===== src/rtl/uart_rx_fifo.sv =====
// UART receiver: 16x oversampling, 2-flop synchroniser, majority-vote sampling,
// configurable parity/stop checking and a first-word fall-through receive FIFO.
module uart_rx_fifo #(
    parameter int unsigned CLK_HZ     = 100000000,
    parameter int unsigned BAUD       = 9600,
    parameter int unsigned DATA_BITS  = 8,
    parameter int unsigned PARITY     = 0,
    parameter int unsigned STOP_BITS  = 1,
    parameter int unsigned FIFO_DEPTH = 4
) (
    input  logic                 sysclk,
    input  logic                 reset_n,
    input  logic                 UART_RX,
    input  logic                 enable,
    output logic [DATA_BITS-1:0] data,
    output logic                 data_valid,
    input  logic                 data_ready,
    output logic                 frame_err,
    output logic                 parity_err,
    output logic                 overrun,
    input  logic                 err_clr,
    output logic                 busy
);
    localparam int unsigned Div  = CLK_HZ / (BAUD * 16);
    localparam int unsigned CntW = (Div > 1) ? $clog2(Div) : 1;
    localparam int unsigned AW   = $clog2(FIFO_DEPTH);

    typedef enum logic [2:0] {StIdle, StStart, StData, StParity, StStop} state_e;

    state_e                 state_q, state_d;
    logic                   sync1_q, rx_s_q, rx_prev_q;
    logic [CntW-1:0]        tick_cnt_q, tick_cnt_d;
    logic [3:0]             samp_q, samp_d;
    logic [1:0]             ones_q, ones_d;
    logic [2:0]             bit_q, bit_d;
    logic [DATA_BITS-1:0]   shift_q, shift_d;
    logic                   par_fail_q, par_fail_d, stop_bad_q, stop_bad_d;
    logic                   tick, maj, sample_tick, vote_tick, end_tick;
    logic                   done, done_ferr, done_perr;
    logic [DATA_BITS-1:0]   mem_q [FIFO_DEPTH];
    logic [AW:0]            wp_q, rp_q;
    logic                   full, empty, push, pop;

    assign tick        = (tick_cnt_q == CntW'(Div - 1));
    assign sample_tick = tick && (samp_q == 4'd7 || samp_q == 4'd8);
    assign vote_tick   = tick && (samp_q == 4'd9);
    assign end_tick    = tick && (samp_q == 4'd15);
    // Majority of the two stored samples (ticks 7, 8) and the live one at tick 9.
    assign maj         = (ones_q == 2'd2) || (ones_q == 2'd1 && rx_s_q);

    always_ff @(posedge sysclk or negedge reset_n) begin
        if (!reset_n) begin
            state_q    <= StIdle;
            sync1_q    <= 1'b1;
            rx_s_q     <= 1'b1;
            rx_prev_q  <= 1'b1;
            tick_cnt_q <= '0;
            samp_q     <= '0;
            ones_q     <= '0;
            bit_q      <= '0;
            shift_q    <= '0;
            par_fail_q <= 1'b0;
            stop_bad_q <= 1'b0;
        end else begin
            state_q    <= state_d;
            sync1_q    <= UART_RX;
            rx_s_q     <= sync1_q;
            rx_prev_q  <= rx_s_q;
            tick_cnt_q <= tick_cnt_d;
            samp_q     <= samp_d;
            ones_q     <= ones_d;
            bit_q      <= bit_d;
            shift_q    <= shift_d;
            par_fail_q <= par_fail_d;
            stop_bad_q <= stop_bad_d;
        end
    end

    always_comb begin
        state_d    = state_q;
        tick_cnt_d = tick ? '0 : tick_cnt_q + 1'b1;
        samp_d     = tick ? samp_q + 4'd1 : samp_q;
        ones_d     = (sample_tick && rx_s_q) ? ones_q + 2'd1 : ones_q;
        bit_d      = bit_q;
        shift_d    = shift_q;
        par_fail_d = par_fail_q;
        stop_bad_d = stop_bad_q;
        if (end_tick) begin
            ones_d = '0;
        end
        unique case (state_q)
            StIdle: begin
                if (enable && rx_prev_q && !rx_s_q) begin
                    state_d    = StStart;
                    tick_cnt_d = '0;
                    samp_d     = '0;
                    ones_d     = '0;
                    bit_d      = '0;
                    par_fail_d = 1'b0;
                    stop_bad_d = 1'b0;
                end
            end
            StStart: begin
                if (vote_tick && maj) begin
                    state_d = StIdle;
                end else if (end_tick) begin
                    state_d = StData;
                    bit_d   = '0;
                end
            end
            StData: begin
                if (vote_tick) begin
                    shift_d = {maj, shift_q[DATA_BITS-1:1]};
                end
                if (end_tick) begin
                    if (bit_q == 3'(DATA_BITS - 1)) begin
                        bit_d   = '0;
                        state_d = (PARITY != 0) ? StParity : StStop;
                    end else begin
                        bit_d = bit_q + 3'd1;
                    end
                end
            end
            StParity: begin
                if (vote_tick && ((^shift_q ^ maj) != (PARITY == 2))) begin
                    par_fail_d = 1'b1;
                end
                if (end_tick) begin
                    state_d = StStop;
                    bit_d   = '0;
                end
            end
            StStop: begin
                if (vote_tick) begin
                    if (!maj) begin
                        stop_bad_d = 1'b1;
                    end
                    if (bit_q == 3'(STOP_BITS - 1)) begin
                        state_d = StIdle;
                    end
                end
                if (end_tick) begin
                    bit_d = bit_q + 3'd1;
                end
            end
            default: state_d = StIdle;
        endcase
        if (!enable) begin
            state_d = StIdle;
        end
    end

    always_comb begin
        busy      = (state_q != StIdle);
        done      = enable && (state_q == StStop) && vote_tick && (bit_q == 3'(STOP_BITS - 1));
        done_ferr = stop_bad_q || !maj;
        done_perr = par_fail_q;
    end

    assign empty      = (wp_q == rp_q);
    assign full       = (wp_q[AW] != rp_q[AW]) && (wp_q[AW-1:0] == rp_q[AW-1:0]);
    assign pop        = !empty && data_ready;
    // A pop in the same cycle frees the slot, so a full FIFO still accepts the byte.
    assign push       = done && (!full || pop);
    assign data       = mem_q[rp_q[AW-1:0]];
    assign data_valid = !empty;

    always_ff @(posedge sysclk or negedge reset_n) begin
        if (!reset_n) begin
            for (int i = 0; i < int'(FIFO_DEPTH); i++) begin
                mem_q[i] <= '0;
            end
            wp_q       <= '0;
            rp_q       <= '0;
            frame_err  <= 1'b0;
            parity_err <= 1'b0;
            overrun    <= 1'b0;
        end else begin
            if (push) begin
                mem_q[wp_q[AW-1:0]] <= shift_q;
                wp_q                <= wp_q + 1'b1;
            end
            if (pop) begin
                rp_q <= rp_q + 1'b1;
            end
            if (done && done_ferr) begin
                frame_err <= 1'b1;
            end else if (err_clr) begin
                frame_err <= 1'b0;
            end
            if (done && done_perr) begin
                parity_err <= 1'b1;
            end else if (err_clr) begin
                parity_err <= 1'b0;
            end
            if (done && !push) begin
                overrun <= 1'b1;
            end else if (err_clr) begin
                overrun <= 1'b0;
            end
        end
    end
endmodule


===== config.mk =====
export PLATFORM = sky130hd
export DESIGN_NAME = uart_rx_fifo
export DESIGN_NICKNAME = d
export VERILOG_FILES = /design/src/rtl/uart_rx_fifo.sv
export SDC_FILE = /design/constraint.sdc
export NUM_CORES = 1
export LEC_CHECK = 0
export BUFFER_PORTS_ARGS = -buffer_cell sky130_fd_sc_hd__buf_4
export CORE_ASPECT_RATIO = 1.75
export CORE_MARGIN = 5
export CORE_UTILIZATION = 40
export DETAILED_ROUTE_END_ITERATION = 6
export SLEW_MARGIN = 20
export SYNTH_ARGS = -nofsm -noshare
export SYNTH_HDL_FRONTEND = slang
export SYNTH_SLANG_ARGS = --single-unit

===== constraint.sdc =====
create_clock -name sysclk -period 6.36 [get_ports sysclk]
set_input_delay 0.954 -clock sysclk [delete_from_list [all_inputs] [get_ports sysclk]]
set_output_delay 0.954 -clock sysclk [all_outputs]
set_load 0.1 [all_outputs]

==> results of run 1 <==
## registers in the layout, summed over array words and instances, names as in the netlist, 2 cells and up
register    count
state_q         3
shift_q         8
tick_cnt_q     10
mem_q          32
bit_q           3
ones_q          2
wp_q            3
samp_q          4
rp_q            3
## metrics by stage
step | cells | worst slack [ps]
3_3_place_gp | 434 | 3650
5_1_grt | 450 | 3280
4_1_cts | 450 | 3320
3_5_place_dp | 434 | 3580
2_1_floorplan | 303 | 3800
6_report | 450 | 3400
## synthesized netlist by cell type (4+ instances only)
cell	count
inv_1	15
nand3_1	6
nor2b_1	4
dfrtp_1	73
a21oi_1	5
nand2_4	4
mux4_2	8
ha_1	15
nand3b_1	5
mux2_1	13
nand2_1	15
clkbuf_1	6
o21ai_0	6
xnor2_1	18
nor2_1	25
and3_1	4
mux2_2	24
nor3_1	7
xor2_1	6
## cells by family after synthesis
logic type | Yosys count | synth area share [%]
buffers and inverters | 23 | 2.37
AO/OA/AOI/OAI | 26 | 4.58
XOR/XNOR | 25 | 6.22
flip-flops | 76 | 50.9
AND/OR/NAND/NOR | 88 | 13.2
adder cells (fa/ha/maj) | 15 | 5.02
multiplexers | 50 | 17.7
## where the power goes
group | switching [mW] | internal (mW)
combinational | 0.0812 | 0.0694
clock | 0.183 | 0.312
sequential | 0.0605 | 0.512
## routing by layer
layer,GRT usage [%],wire length [um],vias to the layer above
met1,15.5,2780,1181
met5,0,0,-
li1,-,-,1117
met2,25.9,4040,31
met4,5.73,116,0
met3,3.09,209,9
## final cells by class
class | instances | area, um2 | area share (%)
Sequential cell | 76 | 1910 | 44.3
Multi-Input combinational cell | 204 | 1750 | 40.7
Clock buffer | 11 | 243 | 5.64
Tap cell | 120 | 150 | 3.49
Timing Repair Buffer | 19 | 143 | 3.31
Inverter | 15 | 56.3 | 1.31
Clock inverter | 5 | 52.6 | 1.22
## critical path: stages (launching register included)
cell     delay [ps]
dfrtp_1         800
mux4_2          620
buf_4           250
## worst max path at each step
stage,slack [ps],end,cells past startpoint
after floorplan,3800,data_valid,3
after global placement,3650,mem_q[6]$_DFFE_PN0P_,5
after detailed placement,3580,mem_q[0]$_DFFE_PN0P_,7
after CTS,3320,data[0],2
after global routing,3280,data[0],2
final,3400,data[0],2
==> out/qor.csv, run 1 <==
metric,value,unit
required,5410,ps
mostFrequentLayoutCell,dfrtp_1,
fin_crit,2960,ps
placed_area,4000,um2
portBuffers,18,
r2r_slack,3580,ps
grt_pass1_vias,2485,
slew_violations,0,
insertion_delay,330,ps
fin_area,4300,um2
synth_flop_cell,dfrtp_1,
wl,7140,um
synth_cell_types,50,
setup_viol,0,
crit_arrival,2000,ps
fin_nets,346,
async_flop_share,100,%
synth_top_area_share,48.8,%
synth_warnings,0,
grt_setup_unrepaired,no,
gr-total-overflow,0,
grt_pass1_wl,12600,um
syn_to_final_growth,15.0,%
num_vias,2338,
drc,0,
start_util,41.2,%
first_pass_iters,4,
synth_cells,303,
htreeDepth,3,
cts_hold_buf,0,
drtAntennaViolNets,0,
hold_depth,0,
utilization,47.3,%
syn_area,3740,um2
grt_max_degree,77,
place_congestion,0.798,
synthTopCellsByArea,"dfrtp_1 49%, mux2_2 7.2%, ha_1 5.0%",
crit_fanout,11,
hpwl,5180,um
min_path_type,register to register,
core_region_area,9090,um2
num_rows,46,
numCtsBuffers,9,
p_leak,2.10,nW
avgRoutedWirePerCell,15.9,um
postCtsSetupRepairBufs,0,
max_slew_margin,36.7,%
total_power,1.22,mW
cts_buffer_depth,2,
hp-start,sync1_q$_DFF_PN1_,
cts_tree,built,
avgSynthCellArea,12.4,um2
drt_iter0_drc,100,
worstSetupStartpointType,register,
cts_resized,0,
holdWs,359,ps
io_pins,19,
cts-root-buf,clkbuf_16,
outcome,finished clean,
ys_ff_latch,76,
setup_tns,0,ps
synth_seq_area_share,50.9,%
powerDensity,283,nW/um2
yosys.area.top_type,dfrtp_1,
fp.dieH,138,um
critical_path.endpoint_type,output port,
num_antenna_cells,0,
finalHoldViolCount,0,
detail_route.vias_per_cell,5.20,
drv_cap,0,
fin_skew,5.67,ps
regToRegStartpoint,tick_cnt_q[0]$_DFF_PN0_,
dieArea,11500,um2
nFillCells,861,
gr-usage-all-layers,14.0,%
syn_nets,324,
r2r-end,mem_q[0]$_DFFE_PN0P_,
r2r_cells,7,
tightest_slew,950,ps
antenna_found_initial,0,
synth-edff-count,0,
clkTransAtPathRegs,60,ps
hold_end,rx_s_q$_DFF_PN1_,
cts_num_sinks,76,
fmax,338,MHz
irDropWorstVdd,0.207,mV
drive_gt1_share,24.2,%
fin_crit_sh,46.5,%
startpoint,rp_q[0]$_DFFE_PN0P_,
final_cell_mix,"73 x dfrtp_1, 25 x nor2_1, 24 x mux2_2, 19 x buf_4, 18 x xnor2_1",
die_x,83.1,um
path_class,register to output port,
(Power assumes the default switching activity.)
==> run 2, diff against run 1 <==
--- a/config.mk
+++ b/config.mk
@@ -5,6 +5,7 @@
 export SDC_FILE = /design/constraint.sdc
 export NUM_CORES = 1
 export LEC_CHECK = 0
+export ABC_AREA = 1
 export BUFFER_PORTS_ARGS = -buffer_cell sky130_fd_sc_hd__buf_4
 export CORE_ASPECT_RATIO = 1.75
 export CORE_MARGIN = 5
==> constraint.sdc (replaced) <==
create_clock -name sysclk -period 2.9 [get_ports sysclk]
set_input_delay 0.435 -clock sysclk [delete_from_list [all_inputs] [get_ports sysclk]]
set_output_delay 0.435 -clock sysclk [all_outputs]
set_load 0.1 [all_outputs]
==> out/qor.csv, run 2 <==
metric,value,unit,change
drtAntennaViolNets,0,,unchanged
cts_resized,0,,unchanged
synthTopCellsByCount,"135 x nand2_1, 73 x dfrtp_1, 53 x nand3_1, 53 x nor2_1, 38 x inv_1",,
grt_max_degree,77,,unchanged
final_cell_mix,"135 x nand2_1, 73 x dfrtp_1, 53 x nor2_1, 53 x nand3_1, 38 x inv_1",,
insertion_delay,330,ps,about the same
slew_violations,0,,unchanged
outcome,finished clean,,
drt_iter0_drc,160,,+60%
antenna_found_initial,0,,unchanged
min_path_type,input pin to register,,
core_region_area,9790,um2,+7.7%
synth_warnings,0,,unchanged
crit_arrival,1860,ps,-140 ps
cts_hold_buf,0,,unchanged
finalHoldViolCount,0,,unchanged
synth_cells,487,,+61%
numCtsBuffers,9,,unchanged
fin_crit,2300,ps,
powerDensity,589,nW/um2,+110%
synthTopCellsByArea,"dfrtp_1 46%, nand2_1 13%, nand3_1 6.7%",,
synth_xor_area_share,3.99,%,-2.2 points
grt_pass1_vias,3166,,+27%
grt_setup_unrepaired,no,,
max_slew_margin,34.3,%,-2.4 points
async_flop_share,100,%,unchanged
path_class,register to output port,,
fin_crit_sh,79.2,%,
critical_path.endpoint_type,output port,,
tightest_slew,986,ps,+35.9 ps
postCtsSetupRepairBufs,0,,unchanged
die_x,85.1,um,+2.4%
largest_register_ffs,32,,unchanged
num_antenna_cells,0,,unchanged
syn_nets,508,,+57%
worstSetupStartpointType,register,,
required,2470,ps,-2940 ps
yosys.area_share.simple,29.1,%,+16 points
fmax,435,MHz,
drc,0,,unchanged
setup_viol,0,,unchanged
regArea,1910,um2,unchanged
grt_pass1_wl,15100,um,+20%
synth_cell_types,30,,-40%
yosys.area.top_type,dfrtp_1,,
first_pass_iters,4,,unchanged
syn_area,3950,um2,+5.4%
wl,8930,um,+25%
yosysMostFrequentCell,nand2_1,,
gr-total-overflow,0,,unchanged
irDropWorstVdd,0.349,mV,+69%
avgSynthCellArea,8.10,um2,-34%
setup_tns,0,ps,unchanged
nFillCells,989,,+15%
synth_top_family_by_area,simple AND/OR/NAND/NOR gates,,
drive_gt1_share,10.5,%,-14 points
num_rows,48,,+4.3%
max_stage_delay,540,ps,-260 ps
start_util,40.3,%,-0.84 points
multi_input_area,1770,um2,+0.93%
reg.largest.list,"mem_q x32, tick_cnt_q x10, shift_q x8",,
hpwl,6500,um,+26%
synth_top_area_share,46.3,%,-2.5 points
cts_buffer_depth,2,,unchanged
crit_fanout,11,,unchanged
portBuffers,18,,unchanged
dieArea,12000,um2,+4.9%
mostFrequentLayoutCell,nand2_1,,
avgRoutedWirePerCell,14.2,um,-10%
p_leak,2.29,nW,+9.0%
fin_nets,521,,+51%
crit_slowest_cell,dfrtp_1,,
fin_skew,4.02,ps,-1.65 ps
ys_ff_latch,76,,unchanged
clkTransAtPathRegs,50,ps,about the same
fp.dieH,141,um,+2.5%
place_ws,716,ps,-2870 ps
yosys.area_share.adder,4.76,%,-0.26 points
synth_flop_cell,dfrtp_1,,
gr-usage-all-layers,15.8,%,+1.8 points
place_congestion,0.835,,+4.6%
detail_route.vias_per_cell,5.02,,-3.4%
cts_num_sinks,76,,unchanged
io_pins,19,,unchanged
largest_register,mem_q,,
htreeDepth,3,,unchanged
syn_to_final_growth,12.4,%,
layout_setup_ws,603,ps,-2800 ps
drv_cap,0,,unchanged
num_vias,3153,,+35%
cp_cell_sequence,inv_1 > o21ai_0 > o22ai_1 > buf_4,,
synth-edff-count,0,,unchanged
synth_compound_area_share,6.82,%,+2.2 points
cts-root-buf,clkbuf_16,,
synth_seq_area_share,48.3,%,-2.6 points
muxShareOfSynthArea,0,%,-18 points
cts_tree,built,,
[run 2: cell count changes in the layout (fill, tap and decap cells not counted), sizes merged, moves of 23 or more]
cell   before  now
nand3       6   54
nor2       25   56
o21ai       6   29
mux2       40    0
inv        15   41
nand2      19  139
[run 2: cell families after synthesis]
family | count (synthesis)
compound gates | 50
fa+ha+maj | 15
buf+inv | 63
simple gates | 265
flops | 76
xor+xnor | 18
[run 2: power breakdown]
group          internal [mW]  switching, mW  leakage [nW]  total (mW)
logic                  0.109          0.256          1.13       0.365
registers               1.13         0.0588          1.02        1.19
clock network          0.654          0.406         0.135        1.06
total                   1.89          0.721          2.29        2.61
[run 2: final timing paths]
check | from | end | slack [ps] | cells past startpoint
min in group asynchronous | reset_n | state_q[2]$_DFFE_PN0P_ | 240 | 1
hold reg to reg | sync1_q$_DFF_PN1_ | rx_s_q$_DFF_PN1_ | 360 | 0
setup / recovery | rp_q[1]$_DFFE_PN0P_ | data[5] | 600 | 4
max in group asynchronous | reset_n | bit_q[1]$_DFFE_PN0P_ | 2000 | 1
setup reg to reg | tick_cnt_q[0]$_DFF_PN0_ | mem_q[6]$_DFFE_PN0P_ | 710 | 11
hold / removal | UART_RX | sync1_q$_DFF_PN1_ | 210 | 1
[run 2: worst max-delay path, delay by kind of cell, from the launching register on]
family                 cells  cell delay [ps]
buffers and inverters      2              640
flip-flops                 1              540
AO/OA/AOI/OAI              2              350
[run 2: routing by layer]
metal / GRT usage [%] / up-vias / wire, um
li1: - / 1583 / -
met5: 0 / - / 0
met1: 17.6 / 1491 / 3590
met3: 2.91 / 20 / 255
met2: 28.6 / 59 / 4820
met4: 7.51 / 0 / 261
[run 2: per-stage QoR]
stage	std cells	util, %	power, mW	cell area [um2]	hold slack (ps)
3_5_place_dp	614	42.5	1.57	4160	349
6_report	628	45.3	2.61	4430	208
5_1_grt	628	45.3	2.76	4430	205
2_1_floorplan	487	-	1.47	3950	139
4_1_cts	628	45.3	2.64	4430	200
3_3_place_gp	614	42.5	1.56	4160	348
[run 2: final cells by class]
cell class	count	share of cell area [%]
tap	125	3.53
clock inverter	3	0.903
clock buffer	11	5.25
sequential	76	43.0
inverter	42	3.56
timing repair buffer	23	3.89
multi-input combinational	348	39.9
